`src/rtl/demux_buf.sv`:
```
// Registered 1-to-2 demultiplexer with a small FIFO per output channel.
// Valid/ready handshakes on the input side and on both output channels.
module demux_buf_chan #(
    parameter int WIDTH = 32,
    parameter int DEPTH = 2
) (
    input  logic                     clk,
    input  logic                     rst_n,
    input  logic                     push,
    input  logic [WIDTH-1:0]         wdata,
    input  logic                     pop,
    output logic [WIDTH-1:0]         data,
    output logic                     valid,
    output logic [$clog2(DEPTH):0]   count
);
    localparam int PW = $clog2(DEPTH);
    localparam int CW = PW + 1;

    typedef enum logic [1:0] {
        EMPTY   = 2'd0,
        PARTIAL = 2'd1,
        FULL    = 2'd2
    } state_t;

    state_t           state;
    state_t           state_nx;
    logic [CW-1:0]    cnt;
    logic [CW-1:0]    cnt_nx;
    logic [WIDTH-1:0] head;
    logic [WIDTH-1:0] head_nx;
    logic [WIDTH-1:0] mem [DEPTH];
    logic [PW-1:0]    wr_ptr;
    logic [PW-1:0]    rd_ptr;
    logic [PW-1:0]    rd_inc;
    logic             do_push;
    logic             do_pop;

    // A full channel refuses pushes even when it pops in the same cycle;
    // pop requests are ignored while the channel is empty.
    assign do_push = push && (state != FULL);
    assign do_pop  = pop && (state != EMPTY);
    assign rd_inc  = rd_ptr + PW'(1);

    assign data  = head;
    assign valid = (state != EMPTY);
    assign count = cnt;

    // Occupancy state machine plus the head word that becomes visible next.
    always_comb begin
        state_nx = state;
        cnt_nx   = cnt;
        head_nx  = head;
        unique case (state)
            EMPTY: begin
                if (do_push) begin
                    state_nx = PARTIAL;
                    cnt_nx   = cnt + CW'(1);
                    head_nx  = wdata;
                end
            end
            PARTIAL: begin
                if (do_push && !do_pop) begin
                    cnt_nx = cnt + CW'(1);
                    if (cnt == CW'(DEPTH - 1)) begin
                        state_nx = FULL;
                    end
                end else if (do_pop && !do_push) begin
                    cnt_nx = cnt - CW'(1);
                    if (cnt == CW'(1)) begin
                        state_nx = EMPTY;
                    end
                end
                if (do_pop) begin
                    if (cnt > CW'(1)) begin
                        head_nx = mem[rd_inc];
                    end else if (do_push) begin
                        head_nx = wdata;
                    end
                end
            end
            FULL: begin
                if (do_pop) begin
                    state_nx = PARTIAL;
                    cnt_nx   = cnt - CW'(1);
                    head_nx  = mem[rd_inc];
                end
            end
            default: begin
                state_nx = EMPTY;
                cnt_nx   = '0;
            end
        endcase
    end

    // State, count, head and pointer registers with synchronous reset.
    always_ff @(posedge clk) begin
        if (!rst_n) begin
            state  <= EMPTY;
            cnt    <= '0;
            head   <= '0;
            wr_ptr <= '0;
            rd_ptr <= '0;
        end else begin
            state <= state_nx;
            cnt   <= cnt_nx;
            head  <= head_nx;
            if (do_push) begin
                wr_ptr <= wr_ptr + PW'(1);
            end
            if (do_pop) begin
                rd_ptr <= rd_inc;
            end
        end
    end

    // Storage array, cleared on reset so old words can never resurface.
    always_ff @(posedge clk) begin
        if (!rst_n) begin
            for (int i = 0; i < DEPTH; i++) begin
                mem[i] <= '0;
            end
        end else if (do_push) begin
            mem[wr_ptr] <= wdata;
        end
    end
endmodule

module demux_buf #(
    parameter int WIDTH = 32,
    parameter int DEPTH = 2
) (
    input  logic                     clk,
    input  logic                     rst_n,
    input  logic [WIDTH-1:0]         in_data,
    input  logic                     in_sel,
    input  logic                     in_valid,
    output logic                     in_ready,
    output logic [WIDTH-1:0]         out0_data,
    output logic                     out0_valid,
    input  logic                     out0_ready,
    output logic [WIDTH-1:0]         out1_data,
    output logic                     out1_valid,
    input  logic                     out1_ready,
    output logic [$clog2(DEPTH):0]   out0_count,
    output logic [$clog2(DEPTH):0]   out1_count
);
    localparam int CW = $clog2(DEPTH) + 1;

    logic push0;
    logic push1;

    // Ready reflects only the selected channel, so a full channel never
    // blocks traffic headed for the other one.
    assign in_ready = in_sel ? (out1_count != CW'(DEPTH))
                             : (out0_count != CW'(DEPTH));
    assign push0 = in_valid && in_ready && !in_sel;
    assign push1 = in_valid && in_ready && in_sel;

    demux_buf_chan #(.WIDTH(WIDTH), .DEPTH(DEPTH)) u_ch0 (
        .clk   (clk),
        .rst_n (rst_n),
        .push  (push0),
        .wdata (in_data),
        .pop   (out0_ready),
        .data  (out0_data),
        .valid (out0_valid),
        .count (out0_count)
    );

    demux_buf_chan #(.WIDTH(WIDTH), .DEPTH(DEPTH)) u_ch1 (
        .clk   (clk),
        .rst_n (rst_n),
        .push  (push1),
        .wdata (in_data),
        .pop   (out1_ready),
        .data  (out1_data),
        .valid (out1_valid),
        .count (out1_count)
    );
endmodule

```
`config.mk`:
```
export PLATFORM = sky130hd
export DESIGN_NAME = demux_buf
export DESIGN_NICKNAME = d
export VERILOG_FILES = /design/src/rtl/demux_buf.sv
export SDC_FILE = /design/constraint.sdc
export NUM_CORES = 1
export LEC_CHECK = 0
export CAP_MARGIN = 40
export CORE_AREA = 2 2 113 158
export DETAILED_ROUTE_END_ITERATION = 7
export DIE_AREA = 0 0 115 160
export PLACE_DENSITY = 0.79
export REMOVE_ABC_BUFFERS = 1
export SETUP_SLACK_MARGIN = 0.15
export SYNTH_ARGS = -nofsm -noshare
export SYNTH_HDL_FRONTEND = slang
export SYNTH_SLANG_ARGS = --single-unit
```
`constraint.sdc`:
```
create_clock -name clk -period 6.1 [get_ports clk]
set_input_delay 1.83 -clock clk [delete_from_list [all_inputs] [get_ports clk]]
set_output_delay 1.83 -clock clk [all_outputs]
set_load 0.02 [all_outputs]
```
==> results.md <==
- Resized Gates After CTS: 0
- Setup violators final: 0
- Initial antenna violation count: 0
- Avg WL per Cell: 19.5 um
- Crit path kind: input pin to output pin
- Synth top area share: 0.418
- Layout cells sized above 1: 0.0914
- Sequential area share after synthesis: 0.584
- Final core occ: 0.655
- Main synth FF type: edfxtp_1
- Synth Register Bits: 204
- Unrepaired setup endpoints after global routing: false
- P_sw: 1.23 mW
- Pwr Total: 4.05 mW
- Critical path startpoint category: input pin
- Worst Setup SP: in_sel
- GRT overflow: 0
- Distinct cell type count after synthesis: 55
- Crit-path cells: clkdlybuf4s50_1, mux2i_1, clkdlybuf4s50_1
- Slew @ Worst Pin: 898 ps
- CP Capture Type: output pin
- Largest net degree at the start of global routing: 34
- DRT antenna net count: 0
- Tot GR Track Use: 0.231
- Clock network power share: 0.299
- RR Startpoint: u_ch1.state[0]$_SDFFE_PN0P_
- Final Hold Vio Count: 0
- Nets: 911
- Die Ht: 160 um
- Yosys top cell by area: edfxtp_1
- Max Clock Skew: 18.0 ps
- Post-CTS setup buffer count: 0
- Core area: 17100 um^2
- Sum of buffers and inverters on the critical path: 2
- N_diodes: 0
- Fin. max-slew vios: 0
- P per Cell Area: 361 nW/um^2
- Die area: 18400 um^2
- First-pass GRT wire length: 33700 um
- Mapped Avg Cell Area: 12.0 um^2
- I/O Buffers: 108
- Site Rows: 57
- Hold crit path type: flip-flop to flip-flop
- Most used cell, CP: clkdlybuf4s50_1
- CTS tree: built
- P_leak: 3.94 nW
- Register share of total power: 0.435
- Synth area leaders: edfxtp_1 42%, dfxtp_1 17%, and2_1 9.1%, mux2i_1 7.6%, o2bb2ai_1 5.4%
- EDFF count, synth: 128
- Critical Path Max Stage Delay: 620 ps
- P&R area growth vs syn: 21.9%
- Hold_buf cts: 0
- Vias in the first global route: 6481
- HP Start: u_ch0.data[1]$_SDFFE_PN0P_
- Num CTS Buffers: 20
- CTS max path bufs: 3
- H-tree depth: 1
- Fin crit period: 4970 ps
- Worst-skew pair later-pin latency: 490 ps
- Internal power: 2.82 mW
- 1st-iter DRT viols: 388
- Worst slew margin: 0.401
- Die extent in x: 115 um
- Clock sink count: 204
- Pre-antenna DRT Iters: 5
- Clock Pin Slew Worst Setup and Hold Paths: 60 ps
- Asr flop ratio synth: 0
- Net Sw Frac: 0.304
- DR vias: 6297
- DR DRC count: 0
- Initial Utilization: 0.537
- Synth warnings: 0
- Critical-path top delay cell: clkdlybuf4s50_1
- Worst Path Arrival: 3140 ps
- Mean number of vias per cell: 5.83
- Fmax: 201 MHz
- Setup_tns: 0 ps
- Gpl congestion: 0.811
- Routed wire length: 21100 um
- Root Buffer: clkbuf_16
- Period utilization: 0.815
- Synth Instances: 765
- Maxcap violations: 0
- Combinational power share: 0.266
- Status: finished clean
- Crit-path leading delay family: buffers and inverters
- DPL Wire Length: 13200 um
- Max VDD drop: 0.238 mV
- Critical Path Fanout Max: 3
- Synthesized cell area: 9190 um^2
- Total I/O pin count: 109
- Req. time, crit path: 4270 ps
synth_stat cells (2+ instances only):
cell type and n:
a21oi_1 67, and2_1 133, and3_1 3, and3b_1 2, buf_2 13, buf_4 4
buf_6 10, clkbuf_1 23, dfxtp_1 76, edfxtp_1 128, ha_1 12, inv_1 11
mux2i_1 70, nand2_1 12, nand2b_1 6, nor2_1 74, nor2_4 2, nor2b_1 5
nor2b_4 2, nor3_1 3, o21ai_0 6, o21ai_1 3, o2bb2ai_1 57, o2bb2ai_2 7
o31a_1 2, or3_1 2, xnor2_1 4
worst reg2reg max path: cells and delay by family (launching register included):
family | cells | cell delay, ps
DFF | 1 | 420
adders and majority gates | 1 | 320
buffers and inverters | 2 | 390
and+or+nand+nor | 3 | 1400
state kept, by name (all words and copies together) (netlist names):
| register | cells |
|---|---|
| u_ch0.state | 2 |
| u_ch0.mem | 64 |
| u_ch1.mem | 64 |
| u_ch0.data | 32 |
| u_ch1.count | 2 |
| u_ch0.rd_ptr | 1 |
| u_ch1.data | 32 |
| u_ch0.wr_ptr | 1 |
| u_ch1.rd_ptr | 1 |
| u_ch0.count | 2 |
| u_ch1.state | 2 |
| u_ch1.wr_ptr | 1 |
metal layers:
metal,part of all wire,GRT usage
met1,0.40,0.290
met2,0.54,0.418
met3,0.049,0.0285
met4,0.016,0.0591
met5,0,0
metrics by stage:
stage          cells  hold WS (ps)  setup WS [ps]  area [um^2]
4_1_cts         1081           464           1120        11200
2_1_floorplan    715           488            969         8900
3_3_place_gp    1037           443           1120        10400
3_5_place_dp    1045           446           1120        10600
5_1_grt         1081           484           1070        11200
6_report        1081           458           1130        11200
logic make-up (layout without fill, tap and decap cells):
| logic type | after synthesis | after routing | synth area share |
|---|---|---|---|
| compound gates | 154 | 154 | 0.120 |
| fa+ha+maj | 12 | 12 | 0.0163 |
| mux | 71 | 71 | 0.0774 |
| buf+inv | 61 | 171 | 0.0365 |
| xor+xnor | 5 | 5 | 0.00476 |
| flops | 204 | 204 | 0.584 |
| simple gates | 258 | 258 | 0.161 |
cell usage in the layout (no fill, tap or decap), types with 2 or more instances in the layout:
cell type,count
edfxtp_1,128
and3b_1,2
and2_1,132
clkinv_2,6
o2bb2ai_1,57
nor3_1,3
or3_1,2
clkbuf_8,3
o21ai_0,4
inv_1,11
mux2i_1,70
clkdlybuf4s50_1,108
buf_16,6
nor2_4,2
clkbuf_1,4
nor2b_4,2
dfxtp_1,74
nand2_1,11
dfxtp_2,2
xnor2_1,4
nor2_1,73
nor2b_1,5
o2bb2ai_2,7
ha_1,12
and3_1,3
buf_12,2
buf_4,8
nand2b_1,5
a21oi_1,67
clkbuf_16,21
o21ai_4,4
power groups by stage:
stage	clock network, mW	logic (mW)	registers (mW)
2_1_floorplan	0	0.526	1.88
3_3_place_gp	0	0.998	1.80
3_5_place_dp	0	1.07	1.79
4_1_cts	1.22	1.08	1.76
5_1_grt	1.28	1.16	1.78
6_report	1.21	1.08	1.76
layout make-up:
type | count | area, um^2
inverter | 11 | 41.3
timing repair buffer | 124 | 1350
clock buffer | 28 | 582
tap | 206 | 258
clock inverter | 8 | 67.6
fill | 1250 | 5910
sequential | 204 | 5370
multi-input combinational | 500 | 3550
worst paths after layout:
check	to	cells after the start	slack [ps]
max	in_ready	3	1130
min	u_ch0.data[1]$_SDFFE_PN0P_	1	460
max reg2reg	u_ch1.mem[1][4]$_SDFFCE_PN0P_	6	3180
min reg2reg	u_ch0.data[1]$_SDFFE_PN0P_	1	460
Power figures use the tool's default switching activity.
